$ cat src/rtl/word_tokenizer_pkg.sv
// Shared token/ASCII/FSM definitions for the tokenizer and the begin/end nesting checker.
// Pure declarations: no latency, no flow control.
package word_tokenizer_pkg;

  localparam logic [1:0] TOK_OTHER = 2'd0;
  localparam logic [1:0] TOK_BEGIN = 2'd1;
  localparam logic [1:0] TOK_END   = 2'd2;

  localparam logic [7:0] ASCII_SPACE = 8'h20;
  localparam logic [7:0] ASCII_TAB   = 8'h09;
  localparam logic [7:0] ASCII_LF    = 8'h0A;
  localparam logic [7:0] ASCII_CR    = 8'h0D;

  localparam logic [2:0] KW_BEGIN_LEN = 3'd5;
  localparam logic [2:0] KW_END_LEN   = 3'd3;

  typedef enum logic [1:0] {
    IDLE = 2'd0,
    MB   = 2'd1,
    ME   = 2'd2,
    OTH  = 2'd3
  } tok_state_e;

  // Next expected keyword character once idx characters have matched.
  function automatic logic [7:0] kw_char(input logic is_begin, input logic [2:0] idx);
    logic [7:0] c;
    c = 8'h00;
    if (is_begin) begin
      case (idx)
        3'd0: c = "b";
        3'd1: c = "e";
        3'd2: c = "g";
        3'd3: c = "i";
        3'd4: c = "n";
        default: c = 8'h00;
      endcase
    end else begin
      case (idx)
        3'd0: c = "e";
        3'd1: c = "n";
        3'd2: c = "d";
        default: c = 8'h00;
      endcase
    end
    return c;
  endfunction

endpackage

$ cat src/rtl/word_tokenizer_char_fold.sv
// Combinational ASCII case fold plus delimiter decode; WS_DELIM_EN adds tab/LF/CR as delimiters.
// Zero latency, no flow control.
module word_tokenizer_char_fold
  import word_tokenizer_pkg::*;
(
  input  logic [7:0] in_char,
  output logic [7:0] fold_char,
  output logic       is_delim
);

`ifdef WS_DELIM_EN
  localparam bit WS_EN = 1'b1;
`else
  localparam bit WS_EN = 1'b0;
`endif

  logic ws_hit;

  always_comb begin
    fold_char = in_char;
    if (in_char >= "A" && in_char <= "Z") begin
      fold_char = in_char | 8'h20;
    end
    ws_hit   = (in_char == ASCII_TAB) || (in_char == ASCII_LF) || (in_char == ASCII_CR);
    is_delim = (in_char == ASCII_SPACE) || (ws_hit && WS_EN);
  end

endmodule

$ cat src/rtl/word_tokenizer.sv
// Splits an ASCII stream into BEGIN/END/OTHER word tokens with saturating length (macro WS_DELIM_EN widens delimiters).
// Token appears one cycle after the closing delimiter/eos; downstream never stalls, so no backpressure.
module word_tokenizer
  import word_tokenizer_pkg::*;
#(
  parameter int MAX_LEN = 15,
  parameter int CNT_W   = 8
) (
  input  logic                           clk,
  input  logic                           reset,
  input  logic [7:0]                     in,
  input  logic                           in_valid,
  input  logic                           eos,
  output logic                           tok_valid,
  output logic [1:0]                     tok_kind,
  output logic [$clog2(MAX_LEN+1)-1:0]   tok_len,
  output logic [CNT_W-1:0]               tok_cnt
);

  localparam int LEN_W = $clog2(MAX_LEN + 1);

  logic [7:0] c_fold;
  logic       is_delim;

  word_tokenizer_char_fold u_fold (
    .in_char   (in),
    .fold_char (c_fold),
    .is_delim  (is_delim)
  );

  tok_state_e       state_q, state_d, state_app;
  logic [2:0]       idx_q, idx_d, idx_app;
  logic [LEN_W-1:0] len_q, len_d, len_app;
  logic             tok_valid_q, tok_valid_d;
  logic [1:0]       tok_kind_q, tok_kind_d;
  logic [LEN_W-1:0] tok_len_q, tok_len_d;
  logic [CNT_W-1:0] tok_cnt_q, tok_cnt_d;

  logic word_char;
  logic close;

  assign word_char = in_valid && !is_delim;
  assign close     = (in_valid && is_delim) || eos;

  // Append step: a word character (if any) is folded into the match state first,
  // so eos in the same cycle closes the word including that character.
  always_comb begin
    state_app = state_q;
    idx_app   = idx_q;
    len_app   = len_q;
    if (word_char) begin
      if (state_q == IDLE) begin
        len_app = LEN_W'(1);
      end else if (len_q != LEN_W'(MAX_LEN)) begin
        len_app = len_q + LEN_W'(1);
      end
      case (state_q)
        IDLE: begin
          if (c_fold == kw_char(1'b1, 3'd0)) begin
            state_app = MB;
            idx_app   = 3'd1;
          end else if (c_fold == kw_char(1'b0, 3'd0)) begin
            state_app = ME;
            idx_app   = 3'd1;
          end else begin
            state_app = OTH;
            idx_app   = 3'd0;
          end
        end
        MB: begin
          if (idx_q < KW_BEGIN_LEN && c_fold == kw_char(1'b1, idx_q)) begin
            idx_app = idx_q + 3'd1;
          end else begin
            state_app = OTH;
            idx_app   = 3'd0;
          end
        end
        ME: begin
          if (idx_q < KW_END_LEN && c_fold == kw_char(1'b0, idx_q)) begin
            idx_app = idx_q + 3'd1;
          end else begin
            state_app = OTH;
            idx_app   = 3'd0;
          end
        end
        default: begin
          state_app = OTH;
        end
      endcase
    end
  end

  always_comb begin
    state_d     = state_app;
    idx_d       = idx_app;
    len_d       = len_app;
    tok_valid_d = 1'b0;
    tok_kind_d  = tok_kind_q;
    tok_len_d   = tok_len_q;
    tok_cnt_d   = tok_cnt_q;
    if (close) begin
      if (state_app != IDLE) begin
        tok_valid_d = 1'b1;
        tok_len_d   = len_app;
        tok_cnt_d   = tok_cnt_q + CNT_W'(1);
        if (state_app == MB && idx_app == KW_BEGIN_LEN) begin
          tok_kind_d = TOK_BEGIN;
        end else if (state_app == ME && idx_app == KW_END_LEN) begin
          tok_kind_d = TOK_END;
        end else begin
          tok_kind_d = TOK_OTHER;
        end
      end
      state_d = IDLE;
      idx_d   = 3'd0;
      len_d   = '0;
    end
  end

  always_ff @(posedge clk) begin
    if (!reset) begin
      state_q     <= IDLE;
      idx_q       <= 3'd0;
      len_q       <= '0;
      tok_valid_q <= 1'b0;
      tok_kind_q  <= TOK_OTHER;
      tok_len_q   <= '0;
      tok_cnt_q   <= '0;
    end else begin
      state_q     <= state_d;
      idx_q       <= idx_d;
      len_q       <= len_d;
      tok_valid_q <= tok_valid_d;
      tok_kind_q  <= tok_kind_d;
      tok_len_q   <= tok_len_d;
      tok_cnt_q   <= tok_cnt_d;
    end
  end

  assign tok_valid = tok_valid_q;
  assign tok_kind  = tok_kind_q;
  assign tok_len   = tok_len_q;
  assign tok_cnt   = tok_cnt_q;

endmodule

$ cat config.mk
export PLATFORM = sky130hd
export DESIGN_NAME = word_tokenizer
export DESIGN_NICKNAME = d
export VERILOG_FILES = /design/src/rtl/word_tokenizer_pkg.sv /design/src/rtl/word_tokenizer_char_fold.sv /design/src/rtl/word_tokenizer.sv
export SDC_FILE = /design/constraint.sdc
export NUM_CORES = 1
export LEC_CHECK = 0
export CELL_PAD_IN_SITES_DETAIL_PLACEMENT = 0
export CELL_PAD_IN_SITES_GLOBAL_PLACEMENT = 2
export CORE_MARGIN = 5
export CORE_UTILIZATION = 32
export DETAILED_ROUTE_END_ITERATION = 8
export GPL_ROUTABILITY_DRIVEN = 0
export PLACE_DENSITY_LB_ADDON = 0.1
export SYNTH_ARGS = -nofsm -noshare
export SYNTH_HDL_FRONTEND = slang
export SYNTH_SLANG_ARGS = --single-unit
$ cat constraint.sdc
create_clock -name clk -period 2.9 [get_ports clk]
set_input_delay 0.58 -clock clk [delete_from_list [all_inputs] [get_ports clk]]
set_output_delay 0.58 -clock clk [all_outputs]
set_load 0.02 [all_outputs]
# Word-level counts from Yosys, hierarchy flattened
# Cells that the tools add are included.
# totals
out_inout_bits,15
register_bits,24
input_bits,12
elab_cells,71
# classes
bitwise_logic,1
n_eq_ne,16
muxes,25
reduce_logical,15
order_cmp,4
add_sub_neg,3
# op_table
operator,count
7-bit one-hot mux with 5 select lines,1
8-bit two-way mux,4
7-bit one-hot mux with 3 select lines,1
"8-bit by 7-bit equality test with 1-bit output, second input constant",2
8-bit equality test,2
2-bit two-way mux,6
4-bit two-way mux,3
"3-bit by 2-bit equality test with 1-bit output, second input constant",3
3-bit two-way mux,3
3-bit one-hot mux with 3 select lines,1
"8-bit by 1-bit adder with 8-bit output, second input constant",1
"8-bit by 6-bit equality test with 1-bit output, second input constant",1
"8-bit by 7-bit greater-or-equal comparator with 1-bit output, second input constant",1
"8-bit by 7-bit less-or-equal comparator with 1-bit output, second input constant",1
1-bit logical AND,7
"3-bit equality test, second input constant",2
6-bit two-way mux,1
2-bit one-hot mux with 3 select lines,1
"4-bit by 1-bit adder with 4-bit output, second input constant",1
"2-bit by 1-bit equality test with 1-bit output, second input constant",2
"2-bit equality test, second input constant",2
1-bit two-way mux,4
"4-bit inequality test, second input constant",1
2-bit AND reduction,2
11 further kinds,11

# Longest topological paths before layout
# logic_depth
word_depth,13
mapped_depth,12
depth_no_buf,10

# By module
# A second synthesis with hierarchy kept.
# hier_totals
cells_unflattened,212
hier_area_um2,1740.4
# by_module_without_submodules
mod,area_each_um2,n_inst,cells_per_inst,seq_area_each_um2
word_tokenizer,1627.8,1,196,480.5
word_tokenizer_char_fold,112.6,1,16,0.0

# Worst setup path after synthesis
# Ideal clock, no wire load.
# synth_timing
path_type,register to register
startpoint,reg idx_q[0]
endpoint,"reg tok_cnt_q[6], in the netlist tok_cnt[6]"
path_buffers,2
arrival_ns,2.531
path_slack_ns,0.297
stages_incl_launch_ff,13
setup_time_ns,0.072
t_required_ns,2.828
synth_period_minus_slack_ns,2.603
path_cell_list,dfxtp_1 > inv_1 > ha_1 > buf_6 > nor3_2 > nor2_1 > or4_1 > a21oi_1 > a2bb2oi_1 > a21oi_4 > buf_6 > nand4_1 > mux2i_1
# synth_between
elab_chain_len,11
elab_cells_between_ends,23
cone_classes,2 x order compare; 6 x eq/ne; 10 x mux; 5 x reduce/logical
# synth_rtl
element,line,text
"start, declared",word_tokenizer.sv:32,"logic [2:0] idx_q, idx_d, idx_app;"
"start signal, assigned",word_tokenizer.sv:131,idx_q <= idx_d;
"3-bit equality test, or another cell as far along",word_tokenizer_pkg.sv:29,case (idx)
7-bit one-hot mux with 5 select lines or 7-bit one-hot mux with 3 select lines (tied branches),"word_tokenizer_pkg.sv:29, word_tokenizer_pkg.sv:38",
8-bit two-way mux,word_tokenizer.sv:57,case (state_q)
8-bit two-way mux,word_tokenizer.sv:51,if (word_char) begin
"8-bit equality test, on equally long branches","word_tokenizer.sv:71, word_tokenizer.sv:79",
"1-bit logical AND, on equally long branches","word_tokenizer.sv:71, word_tokenizer.sv:79",
"2-bit two-way mux, on equally long branches","word_tokenizer.sv:71, word_tokenizer.sv:79",
2-bit one-hot mux with 3 select lines (*),word_tokenizer.sv:57,
2-bit two-way mux (*),word_tokenizer.sv:51,
2-bit nonzero test (*),word_tokenizer.sv:102,if (state_app != IDLE) begin
2-bit AND reduction (no line) (*),--,
"end signal, assigned",word_tokenizer.sv:136,tok_cnt_q <= tok_cnt_d;
"end, declared",word_tokenizer.sv:37,"logic [CNT_W-1:0] tok_cnt_q, tok_cnt_d;"
# Every way passes the cells marked *; elsewhere a longest branch is shown, timed or not. The select of a mux whose other input is x is not followed.
# A chain may end at the register's enable or synchronous reset.

# Final worst setup path
# layout_timing
startpoint,reg idx_q[0]
endpoint,"reg tok_kind_q[1], in the netlist tok_kind[1]"
# layout_between
elab_chain_len,13
elab_cells_between_ends,36
cone_classes,1 x add/sub; 2 x order compare; 10 x eq/ne; 16 x mux; 7 x reduce/logical
# layout_rtl
element,line,text
"3-bit equality test, or another cell as far along",word_tokenizer_pkg.sv:29,
7-bit one-hot mux with 5 select lines or 7-bit one-hot mux with 3 select lines (tied branches),"word_tokenizer_pkg.sv:29, word_tokenizer_pkg.sv:38",
8-bit two-way mux,word_tokenizer.sv:57,
8-bit two-way mux,word_tokenizer.sv:51,
"8-bit equality test, on equally long branches","word_tokenizer.sv:71, word_tokenizer.sv:79",
"1-bit logical AND, on equally long branches","word_tokenizer.sv:71, word_tokenizer.sv:79",
"3-bit two-way mux, or another cell as far along",word_tokenizer.sv:71,"if (idx_q < KW_BEGIN_LEN && c_fold == kw_char(1'b1, idx_q)) begin"
3-bit one-hot mux with 3 select lines or 2-bit one-hot mux with 3 select lines (tied branches),word_tokenizer.sv:57,
3-bit two-way mux or 2-bit two-way mux (tied branches),word_tokenizer.sv:51,
3-bit by 2-bit equality test with 1-bit output or 2-bit equality test (tied branches),word_tokenizer.sv:108,end else if (state_app == ME && idx_app == KW_END_LEN) begin
1-bit logical AND,word_tokenizer.sv:108,
2-bit two-way mux,word_tokenizer.sv:108,
2-bit two-way mux,word_tokenizer.sv:106,if (state_app == MB && idx_app == KW_BEGIN_LEN) begin
"end signal, assigned",word_tokenizer.sv:134,tok_kind_q <= tok_kind_d;
"end, declared",word_tokenizer.sv:35,"logic [1:0] tok_kind_q, tok_kind_d;"
# Parallel ways exist; a longest one is shown, timed or not. The select of a mux whose other input is x is not followed.

==> results.yml <==
logic_synthesis:
  synth_area_leader_cell: "dfxtp_1"
  syn_inst: 183
  synth_area_per_cell_um2: 8.72
  synth_async_sr_flop_share: 0
  synthesis.area_mm2: 0.00160
  yosys_warnings: 0
  synth_flop_cell: "dfxtp_1"
  synth_top_area_frac: 0.301
  synth.area.top_cells: "dfxtp_1 30%, mux2i_1 7.5%, ha_1 5.5%, nand2_1 4.9%, nor2b_1 3.1%"
  yosysMostFrequentCell: "dfxtp_1"
  ys_ff_latch: 24
  ys_top_cells_by_count: "24 x dfxtp_1, 21 x nand2_1, 12 x mux2i_1"
  synth_edf_count: 0
  yosysSeqAreaShare: 0.301
  syn-num-nets: 202
  synth_cell_types: 48
finish:
  regArea_um2: 484
  fill_cells: 474
  syn2layout_area_growth_pct: 41.4
  n_antenna_cell: 0
  drive_above_1_share: 0.234
  nets: 259
  utilization: 0.471
  multi_input_area_mm2: 0.00111
critical_path:
  start_kind: "register"
  path_common_cell: "buf_4"
  crit_fanout: 6
  cp_cell_sequence: "buf_4, ha_2, ha_2, a211o_1, a22oi_2, o22ai_2, a2111oi_4, a2bb2oi_4, buf_4, buf_4, and4b_1, o2bb2ai_1"
  crit_path_max_incr_delay_ns: 0.44
  end_kind: "register"
  arrival_ns: 2.99
  slowest_stage: "a2111oi_4"
  cp.required_ns: 3.06
  critPathBufInv: 3
  crit_family: "compound AO/OA/AOI/OAI gates"
  worstSetupPathType: "register to register"
clocking:
  clockRootBuffer: "clkbuf_8"
  cts.sinks: 24
  clockBufferDepth: 2
  h-tree-depth: 1
  cts_inserted_buffers: 3
  clk_latency_ns: 0.26
  holdBufCountCts: 0
  path_clk_slew_ns: 0.08
  cts_tree: "done"
sta:
  finalSetupViolCount: 0
  final_max_slew_viol_count: 0
  period_minus_slack_ns: 2.83
  hold_viol: 0
  max-slew-margin-rel: 0.558
  worstMarginPinSlew_ns: 0.660
  clock.fmax_ghz: 0.353
  fin_skew_ns: 0.00391
  min_period_over_period: 0.977
detailed_routing:
  vias: 1547
  drt-total-wl_um: 4280
  wl_per_cell_um: 14.0
  antenna_left: 0
  firstDrtPassIters: 4
  drcViolationCount: 0
  drt_iter0_markers: 90
  vias_per_cell: 5.06
die:
  die_w_um: 80.6
  die_y_um: 80.6
  initial_utilization: 0.333
  fp-row-count: 25
  dieArea_mm2: 0.00650
  core-area_mm2: 0.00479
  ios: 27
power:
  p_per_area_mw_per_mm2: 314
  p_total_uw: 709
  ir_worst_vdd_uv: 272
  p_leak_nw: 0.900
global_routing:
  grt_overflow: 0
  grt_max_degree: 18
  antenna_found_initial: 0
  track_usage: 0.131
  grt_pass1_wl_um: 6850
  grt_pass1_vias: 1524
outcome:
  outcome: "finished clean"
worst_hold_path:
  hold_path.class: "register to register"
place:
  hpwl_um: 3250
  port_buffers: 26
job:
  cap_violations: 0
-- sequential cells by signal, summed over array words and instances (netlist names) --
name and cells:
tok_kind 2, tok_cnt 8, idx_q 3, tok_valid 1
tok_len 4, state_q 2, len_q 4
-- repair_timing --
action,4_1_cts,5_1_grt
buffers inserted,0,3
cloned,0,1
gates resized for setup,4,17
setup endpoints to repair,4,9
pin swaps,1,4
-- report_power, final --
part	internal [mW]	total, mW	switching (mW)
registers	0.336	0.344	0.00775
logic	0.0716	0.143	0.0710
clock network	0.121	0.222	0.101
-- cell usage in the layout (no fill, tap or decap), types with 3 or more instances in the layout --
| master | instances |
|---|---|
| nand2_1 | 21 |
| or3_1 | 3 |
| buf_4 | 31 |
| nand2b_1 | 6 |
| dfxtp_1 | 23 |
| o21ai_0 | 5 |
| nor2_1 | 10 |
| a21oi_1 | 7 |
| and3_1 | 4 |
| inv_1 | 6 |
| clkdlybuf4s50_1 | 22 |
| nor4b_1 | 3 |
| ha_1 | 3 |
| xor2_1 | 3 |
| nand4_1 | 6 |
| ha_2 | 4 |
| clkbuf_8 | 4 |
| nor3b_1 | 3 |
| nor2b_1 | 8 |
| and2_1 | 5 |
| mux2i_1 | 12 |
| dlygate4sd2_1 | 3 |
| nand3_1 | 4 |
-- worst min-delay path, cell delays in order (launching register included) --
cell and delay [ns]:
dfxtp_1 0.32, nand2_1 0.06, o2bb2ai_1 0.06
-- area by class of cell --
class                      count  share of cell area
clock buffer                   4              0.0244
inverter                       6             0.00998
multi-input combinational    147               0.491
sequential                    24               0.215
tap                           67              0.0372
timing repair buffer          58               0.223
-- stage by stage --
stage               TNS [ns]  instance area, um^2  instances  hold slack [ns]  setup WS (ns)
finish                     0                 2260        306            0.475         0.0677
global placement       -3.55                 2100        298            0.460         -0.283
detailed placement     -3.84                 2100        298            0.467         -0.335
floorplan                  0                 1600        183            0.502          0.297
CTS                        0                 2150        302            0.483         0.0410
global route          -0.162                 2260        306            0.510        -0.0384
-- final timing paths --
check / cells after the start / endpoint / slack, ns / startpoint
setup reg to reg: 12 / tok_kind[1] / 0.07 / idx_q[0]
hold / removal: 2 / tok_kind[1] / 0.48 / tok_kind[1]
hold reg to reg: 2 / tok_kind[1] / 0.48 / tok_kind[1]
setup / recovery: 12 / tok_kind[1] / 0.07 / idx_q[0]
-- per-layer routing --
layer | track usage | up-vias | share of wire
li1 | - | 788 | -
met4 | 0.0220 | 0 | 0.0028
met5 | 0 | - | 0
met3 | 0.0314 | 2 | 0.047
met1 | 0.180 | 731 | 0.47
met2 | 0.210 | 26 | 0.48
-- logic make-up (layout without fill, tap and decap cells) --
| family | count (synthesis) | after routing | share of synthesized area |
|---|---|---|---|
| AOI/OAI and AO/OA | 41 | 42 | 0.206 |
| DFF | 24 | 24 | 0.301 |
| adders and majority gates | 7 | 7 | 0.0549 |
| and+or+nand+nor | 83 | 83 | 0.296 |
| xor gates and xnor gates | 3 | 3 | 0.0165 |
| buffers and inverters | 13 | 68 | 0.0494 |
| muxes | 12 | 12 | 0.0753 |
Note: power is estimated with default switching activity, not from simulation.
